## src/rtl/pwm_capture_if.sv

```systemverilog
// Result bus of the PWM capture block: latest period/high measurement and line status.
interface pwm_capture_if #(
  parameter int unsigned CNT_W = 32
);
  logic [CNT_W-1:0] o_period;
  logic [CNT_W-1:0] o_high;
  logic             o_valid;
  logic             o_ovf;
  logic             o_stuck;
  logic             o_level;

  modport master (output o_period, o_high, o_valid, o_ovf, o_stuck, o_level);
  modport slave  (input  o_period, o_high, o_valid, o_ovf, o_stuck, o_level);
endinterface

```

## src/rtl/pwm_capture.sv

```systemverilog
// Measures period and high time of an asynchronous PWM line in i_clk counts,
// and flags a line that has stopped toggling.
module pwm_capture #(
  parameter int unsigned CNT_W   = 32,
  parameter int unsigned TIMEOUT = 1_000_000
) (
  input  logic          i_clk,
  input  logic          i_rst,
  input  logic          i_en,
  input  logic          i_pwm,
  pwm_capture_if.master res
);

  typedef enum logic [1:0] {
    IDLE,
    HIGH,
    LOW
  } state_t;

  localparam logic [CNT_W-1:0] CNT_MAX   = '1;
  localparam logic [CNT_W-1:0] CNT_ONE   = CNT_W'(1);
  localparam logic [CNT_W-1:0] ICNT_LAST = CNT_W'(TIMEOUT - 1);

  state_t           state, state_nx;
  logic             s1, s2, s3;
  logic             rise, fall, edge_det;
  logic [CNT_W-1:0] pcnt, pcnt_nx;
  logic [CNT_W-1:0] hcnt, hcnt_nx;
  logic [CNT_W-1:0] icnt, icnt_nx;
  logic             publish, expire;

  function automatic logic [CNT_W-1:0] sat_inc(input logic [CNT_W-1:0] v);
    return (v == CNT_MAX) ? v : v + CNT_ONE;
  endfunction

  // Synchronizer runs regardless of i_en so re-enabling never sees a stale edge.
  always_ff @(posedge i_clk or posedge i_rst) begin
    if (i_rst) begin
      s1 <= 1'b0;
      s2 <= 1'b0;
      s3 <= 1'b0;
    end else begin
      s1 <= i_pwm;
      s2 <= s1;
      s3 <= s2;
    end
  end

  assign rise        = s2 & ~s3;
  assign fall        = ~s2 & s3;
  assign edge_det    = rise | fall;
  assign res.o_level = s2;

  always_ff @(posedge i_clk or posedge i_rst) begin
    if (i_rst) state <= IDLE;
    else       state <= state_nx;
  end

  always_comb begin
    state_nx = state;
    pcnt_nx  = pcnt;
    hcnt_nx  = hcnt;
    icnt_nx  = icnt;
    publish  = 1'b0;
    expire   = 1'b0;

    // An edge always restarts the idle count, so it beats a coincident timeout.
    if (edge_det)                icnt_nx = '0;
    else if (icnt == ICNT_LAST)  expire  = 1'b1;
    else                         icnt_nx = icnt + CNT_ONE;

    case (state)
      IDLE: begin
        pcnt_nx = '0;
        hcnt_nx = '0;
        if (rise) begin
          state_nx = HIGH;
          hcnt_nx  = CNT_ONE;
        end
      end
      HIGH: begin
        pcnt_nx = sat_inc(pcnt);
        if (fall) state_nx = LOW;
        else      hcnt_nx  = sat_inc(hcnt);
      end
      LOW: begin
        if (rise) begin
          publish  = 1'b1;
          state_nx = HIGH;
          pcnt_nx  = '0;
          hcnt_nx  = CNT_ONE;
        end else begin
          pcnt_nx  = sat_inc(pcnt);
        end
      end
      default: state_nx = IDLE;
    endcase

    if (expire) begin
      state_nx = IDLE;
      pcnt_nx  = '0;
      hcnt_nx  = '0;
    end

    if (!i_en) begin
      state_nx = IDLE;
      pcnt_nx  = '0;
      hcnt_nx  = '0;
      icnt_nx  = '0;
      publish  = 1'b0;
      expire   = 1'b0;
    end
  end

  always_ff @(posedge i_clk or posedge i_rst) begin
    if (i_rst) begin
      pcnt         <= '0;
      hcnt         <= '0;
      icnt         <= '0;
      res.o_period <= '0;
      res.o_high   <= '0;
      res.o_valid  <= 1'b0;
      res.o_ovf    <= 1'b0;
      res.o_stuck  <= 1'b0;
    end else begin
      pcnt        <= pcnt_nx;
      hcnt        <= hcnt_nx;
      icnt        <= icnt_nx;
      res.o_valid <= publish;

      if (!i_en)         res.o_stuck <= 1'b0;
      else if (expire)   res.o_stuck <= 1'b1;
      else if (edge_det) res.o_stuck <= 1'b0;

      // Period includes the restart cycle itself, hence the +1 on pcnt.
      if (publish) begin
        res.o_period <= sat_inc(pcnt);
        res.o_high   <= hcnt;
        res.o_ovf    <= (pcnt == CNT_MAX) || (hcnt == CNT_MAX);
      end else if (expire) begin
        res.o_period <= '0;
        res.o_high   <= '0;
      end
    end
  end

endmodule

```

## src/flat_wrapper.sv

```systemverilog
// flat-port wrapper written by rule: the top's interface ports become plain ports
module pwm_capture_flat 
#(
  parameter int unsigned CNT_W   = 32,
  parameter int unsigned TIMEOUT = 1_000_000
)
  (i_clk, i_rst, i_en, i_pwm, res_o_period, res_o_high, res_o_valid, res_o_ovf, res_o_stuck, res_o_level);
  pwm_capture_if #(.CNT_W(CNT_W)) res_i ();
  input  logic i_clk;
  input  logic i_rst;
  input  logic i_en;
  input  logic i_pwm;
  output wire logic [$bits(res_i.o_period)-1:0] res_o_period;
  output wire logic [$bits(res_i.o_high)-1:0] res_o_high;
  output wire logic [$bits(res_i.o_valid)-1:0] res_o_valid;
  output wire logic [$bits(res_i.o_ovf)-1:0] res_o_ovf;
  output wire logic [$bits(res_i.o_stuck)-1:0] res_o_stuck;
  output wire logic [$bits(res_i.o_level)-1:0] res_o_level;
  assign res_o_period = res_i.o_period;
  assign res_o_high = res_i.o_high;
  assign res_o_valid = res_i.o_valid;
  assign res_o_ovf = res_i.o_ovf;
  assign res_o_stuck = res_i.o_stuck;
  assign res_o_level = res_i.o_level;
  pwm_capture #(.CNT_W(CNT_W), .TIMEOUT(TIMEOUT)) u_core (.i_clk(i_clk), .i_rst(i_rst), .i_en(i_en), .i_pwm(i_pwm), .res(res_i));
endmodule
```

## config.mk

```make
export PLATFORM = sky130hd
export DESIGN_NAME = pwm_capture_flat
export DESIGN_NICKNAME = d
export VERILOG_FILES = /design/src/rtl/pwm_capture_if.sv /design/src/rtl/pwm_capture.sv /design/src/flat_wrapper.sv
export SDC_FILE = /design/constraint.sdc
export NUM_CORES = 1
export LEC_CHECK = 0
export BUFFER_PORTS_ARGS = -buffer_cell sky130_fd_sc_hd__buf_2
export CAP_MARGIN = 5
export CORE_MARGIN = 5
export CORE_UTILIZATION = 55
export CTS_BUF_LIST = sky130_fd_sc_hd__clkbuf_4 sky130_fd_sc_hd__clkbuf_8
export CTS_CLUSTER_DIAMETER = 60
export CTS_CLUSTER_SIZE = 24
export DETAILED_ROUTE_END_ITERATION = 8
export GPL_TIMING_DRIVEN = 0
export PLACE_DENSITY = 0.85
export SLEW_MARGIN = 20
export SYNTH_ARGS = -nofsm -noshare
export SYNTH_HDL_FRONTEND = slang
export SYNTH_SLANG_ARGS = --single-unit
```

## constraint.sdc

```tcl
create_clock -name i_clk -period 6 [get_ports i_clk]
set_input_delay 0.6 -clock i_clk [delete_from_list [all_inputs] [get_ports i_clk]]
set_output_delay 0.6 -clock i_clk [all_outputs]
set_load 0.01 [all_outputs]
```

# == Word-level counts from Yosys, hierarchy flattened ==
# Index checks and enable logic that the tools add are counted.
# word_totals
regBits,168
latch_bits,0
mem_bits_rw,0
romBits,0
memories,0
wordCells,71
in_bits,4
out_inout_bits,68
# classes
mux,32
multipliers,0
n_shift,0
addsub,3
n_eq_ne,13
n_reduce_logical,6
div,0
magnitude_cmp,0
n_bitwise,5
# op_table
op,n
$mux 32,15
$pmux 32 s3,2
$add 32x1->32 const B,3
$eq 32x32->1 const B,2
$eq 32x20->1 const B,1
$ne 4x2->1 const B,3
$mux 1,10
$mux 2,4
$ne 5x1->1 const B,1
$ne 4x3->1 const B,1
$ne 4x4->1 const B,1
$pmux 2 s2,1
$reduce_and 4->1,1
$ne 3x1->1 const B,1
$ne 3x2->1 const B,1
$and 1x1->1,2
$eq 2x1->1 const B,1
$eq 2x2->1 const B,1
$logic_not 2->1,1
$not 1->1,2
$reduce_and 2->1,1
$reduce_bool 2->1,1
$reduce_or 2->1,1
$logic_or 1x1->1,1
$or 1x1->1,1

# == Logic depth before layout (Yosys ltp) ==
# logic_depth
word_depth,7
mapped_depth,10
mapped_depth_nobuf,8

# == Worst setup path before layout ==
# No wires, ideal clock.
# synth_path
path_type,reg2reg
from,register u_core.hcnt[0]
to,register u_core.hcnt[17]
path_stages_with_launch,9
arrival_time_ns,2.172
path_buffers,1
setup_time_ns,0.110
path_slack_ns,3.718
period_less_slack_ns,2.282
path_cell_list,dfrtp_1 ha_1 nand3_2 or4_4 o31ai_4 nor3b_4 buf_6 o21ai_0 o41ai_1
# synth_between
elab_chain_len,6
word_cells_on_any_way,9
# synth_lines
element,line_no,source
"start, declared",pwm_capture.sv:28,"logic [CNT_W-1:0] hcnt, hcnt_nx;"
"start signal, assigned",pwm_capture.sv:127,hcnt <= hcnt_nx;
$add 32x1->32,pwm_capture.sv:33,return (v == CNT_MAX) ? v : v + CNT_ONE;
$mux 32,pwm_capture.sv:33,
$mux 32,pwm_capture.sv:83,if (fall) state_nx = LOW;
$pmux 32 s3,pwm_capture.sv:72,case (state)
$mux 32,pwm_capture.sv:99,if (expire) begin
$mux 32,pwm_capture.sv:105,if (!i_en) begin
# Parallel ways exist; a longest one is shown, timed or not. The select of a mux whose other input is x is not followed.
# A chain may end at the register's enable or synchronous reset.

# == Worst setup path in the final report ==
# layout_path
from,register u_core.state[0]
to,register u_core.res.o_period[19]
# layout_between
elab_chain_len,4
word_cells_on_any_way,5
# layout_lines
element,line_no,source
"start, declared",pwm_capture.sv:24,"state_t state, state_nx;"
"start signal, assigned",pwm_capture.sv:56,else state <= state_nx;
$eq 2x2->1 *,pwm_capture.sv:72,
$mux 1 *,pwm_capture.sv:72,
$mux 1 *,pwm_capture.sv:105,
$mux 32 / $reduce_bool 2->1 (equally long branches),-,
"end signal, assigned",pwm_capture.sv:137,res.o_period <= sat_inc(pcnt);
"end, declared",pwm_capture_if.sv:12,"modport master (output o_period, o_high, o_valid, o_ovf, o_stuck, o_level);"
# Mark *: on every way between the ends. The rest lies on a longest branch, timed or not.

==> summary.txt <==
Yosys
  – Synth Flop Type: dfrtp_1
  – FFs w/ async S/R, synth: 100%
  – Cell count after synthesis: approximately 940
  – Top-count cell post-synth: dfrtp_1
  – Synth Net Count: ~960
  – Syn avg cell area: between 9 and 10 um2
  – Synth area leaders: dfrtp_1, o21ai_0, nand3_1
  – Top-area cell type share of the netlist area: between 40% and 50%
  – Flops & latches, synth: ~170
  – Mapped cell area: roughly 8500 um2
  – Number of synthesized flops with an enable pin: 0
  – Synth Warn #: 0
  – Seq/Total Area, Yosys: approximately 49%
  – Synth unique cells: 54
  – Most instantiated cells after synthesis: dfrtp_1, nand2_1, o21ai_0
  – Yosys top cell by area: dfrtp_1

Cells and area
  – Finished Cell Area: 9610 um2
  – Finished Core Util: between 60% and 70%
  – Layout cells sized above 1: around 14%
  – Nets: 1047
  – Area growth, synth to finish: 12.7%
  – Number of diodes: 0

Setup path
  – Critical path start-end classification: flop to flop
  – R2r setup slk: 2.62 ns
  – Worst path slowest cell: a31oi_1
  – Critical Path RT: 6.39 ns
  – Worst setup SP type: flop
  – Cell mode on critical path: clkbuf_1
  – Cell Chain, Critical Path: inv_1 -> ha_1 -> nand3_1 -> clkbuf_1 -> clkinv_1 -> a31oi_1 -> clkbuf_1 -> nand2_1 -> o21ai_0
  – CP Max Fanout: 10
  – Worst Setup End Kind: flop
  – Worst r2r path cells: 9
  – Arr. time, crit path: ~3.8 ns
  – Max incr delay on CP: slightly below 0.6 ns

Die
  – Starting Density: 56.1%
  – Row cnt: 45
  – # IOs: just over 70
  – Die ar.: around 18000 um2
  – Die width: around 130 um
  – Die Ht: approximately 130 um
  – Core area: 15200 um2

Global routing
  – Largest net degree at the start of global routing: 86
  – Grt total ovfl: 0
  – Overall routing resource usage: 24.0%
  – Vias in the first global route: between 7000 and 8000
  – Initial antenna violation count: 0
  – First-pass GRT wire length: about 35000 um

Run
  – Max-cap viol count: 0

STA
  – Final setup vio count: 0
  – Final hold vios: 0
  – Fin crit period: 3.38 ns
  – Slew Limit Headroom: a little under two fifths
  – Pin slew with the least headroom to its limit: 0.933 ns
  – Setup TNS: 0 ns
  – RSZ-0062 raised after global routing: no
  – Final Slew Violations: 0
  – Final period util: 56.4%
  – Peak Freq: 296 MHz
  – Clock Skews: between 0.01 and 0.015 ns
  – Setup slack after layout: 2.62 ns

Clock network
  – Clk root buf: clkbuf_8
  – Post-CTS Hold Buffers: 0
  – Clock Sinks: 168
  – TritonCTS buffer count: 17
  – Setup Fix Bufs, Post-CTS: 0
  – CTS tree: done
  – Worst-skew pair later-pin latency: between 0.4 and 0.5 ns
  – Deepest clock path buffer count: 2
  – PostCTS Resize Cnt: 0
  – Reg clk slew, reported paths: roughly 0.09 ns
  – Htree depth: 4

Route
  – Via count: between 7000 and 8000
  – Post-route DRC: 0
  – Pre-antenna DRT Iters: 5
  – Routed wire per std cell: around 17 um
  – Via density: 6.12
  – Final wirelength: 20900 um
  – ANT nets after route: 0
  – DRT iter0 DRCs: roughly 870

Power and ir drop
  – Power per cell area: roughly 230 nW/um2
  – LEAKAGE: just over 4 nW
  – Final Power: 2.17 mW
  – Peak supply drop: around 0.00015 V

Place
  – Worst slack at placement: ~2.7 ns
  – IO buf count: 71
  – Dpl cell area: 9150 um2
  – Final GP Congestion: a little under 0.9
  – HPWL after DPL: roughly 15000 um

Min path
  – Min-delay worst type: input port to asynchronous set/reset pin

Run status
  – Status: finished, final reports clean
==> layout make-up <==
| cell class | count | area [um2] |
|---|---|---|
| Timing Repair Buffer | 72 | 383 |
| Fill cell | 1238 | 5590 |
| Clock buffer | 19 | 262 |
| Sequential cell | 168 | 4200 |
| Clock inverter | 13 | 194 |
| Buffer | 44 | 208 |
| Inverter | 41 | 161 |
| Multi-Input combinational cell | 690 | 3960 |
| Tap cell | 188 | 235 |
==> sequential cells by signal (all words and copies together) (netlist names) <==
register / cells
u_core.hcnt: 32
u_core.icnt: 32
u_core.pcnt: 32
u_core.res.o_high: 32
u_core.res.o_period: 32
u_core.state: 2
u_core.res.o_level: 1
u_core.res.o_ovf: 1
u_core.res.o_stuck: 1
u_core.res.o_valid: 1
u_core.s1: 1
u_core.s3: 1
==> metrics by stage <==
stage | std cells | hold WS, ns
6_report | 1235 | 0.197
5_1_grt | 1235 | 0.202
4_1_cts | 1235 | 0.207
3_5_place_dp | 1203 | 0.336
3_3_place_gp | 1202 | 0.334
2_1_floorplan | 943 | 0.331
==> cell families (layout without fill, tap and decap cells) <==
logic type / after synthesis / count (layout) / share of synthesized area, %
DFF: 168 / 168 / 49.3
and+or+nand+nor: 419 / 419 / 25.2
buffers and inverters: 85 / 189 / 4.24
AOI/OAI and AO/OA: 196 / 196 / 13.1
xor gates and xnor gates: 57 / 57 / 5.85
muxes: 9 / 9 / 1.06
adders and majority gates: 9 / 9 / 1.32
==> path summary, 6_finish.rpt <==
kind / to / from
max reg2reg: u_core.res.o_period[19] / u_core.state[0]
max: u_core.res.o_period[19] / u_core.state[0]
min: u_core.res.o_period[21] / i_rst
max in group asynchronous: u_core.icnt[30] / i_rst
min in group i_clk: u_core.s1 / i_pwm
min reg2reg: u_core.res.o_level / u_core.s1
==> worst max-delay path, delay by kind of cell, from the launching register on <==
family | cells | cell delay (ns)
AOI/OAI and AO/OA | 2 | 0.67
adders and majority gates | 1 | 0.28
buffers and inverters | 4 | 1.58
DFF | 1 | 0.43
and+or+nand+nor | 2 | 0.34
==> layout by cell type (no fill, tap or decap), drive strengths merged, types with 9 or more instances in the layout <==
cell / instances
nand4: 26
mux2i: 9
nor3: 33
and3: 14
or3: 28
nor2: 44
nor4: 17
a31oi: 12
o21ai: 116
xor2: 17
buf: 95
dfrtp: 168
ha: 9
clkbuf: 40
xnor2: 40
inv: 41
nand3: 101
a21oi: 44
nand2: 122
==> power breakdown <==
group | switching, mW | internal [mW]
combinational | 0.0820 | 0.0345
clock | 0.426 | 0.480
sequential | 0.00733 | 1.14
total | 0.516 | 1.65
==> per-layer routing <==
layer  wire, um  part of all wire [%]  track usage, %
met1       9210                    44            33.9
met2       9620                    46            37.1
met3       1510                   7.2            4.43
met4        525                   2.5            9.56
met5          0                     0               0
Note: power is estimated with default switching activity, not from simulation.
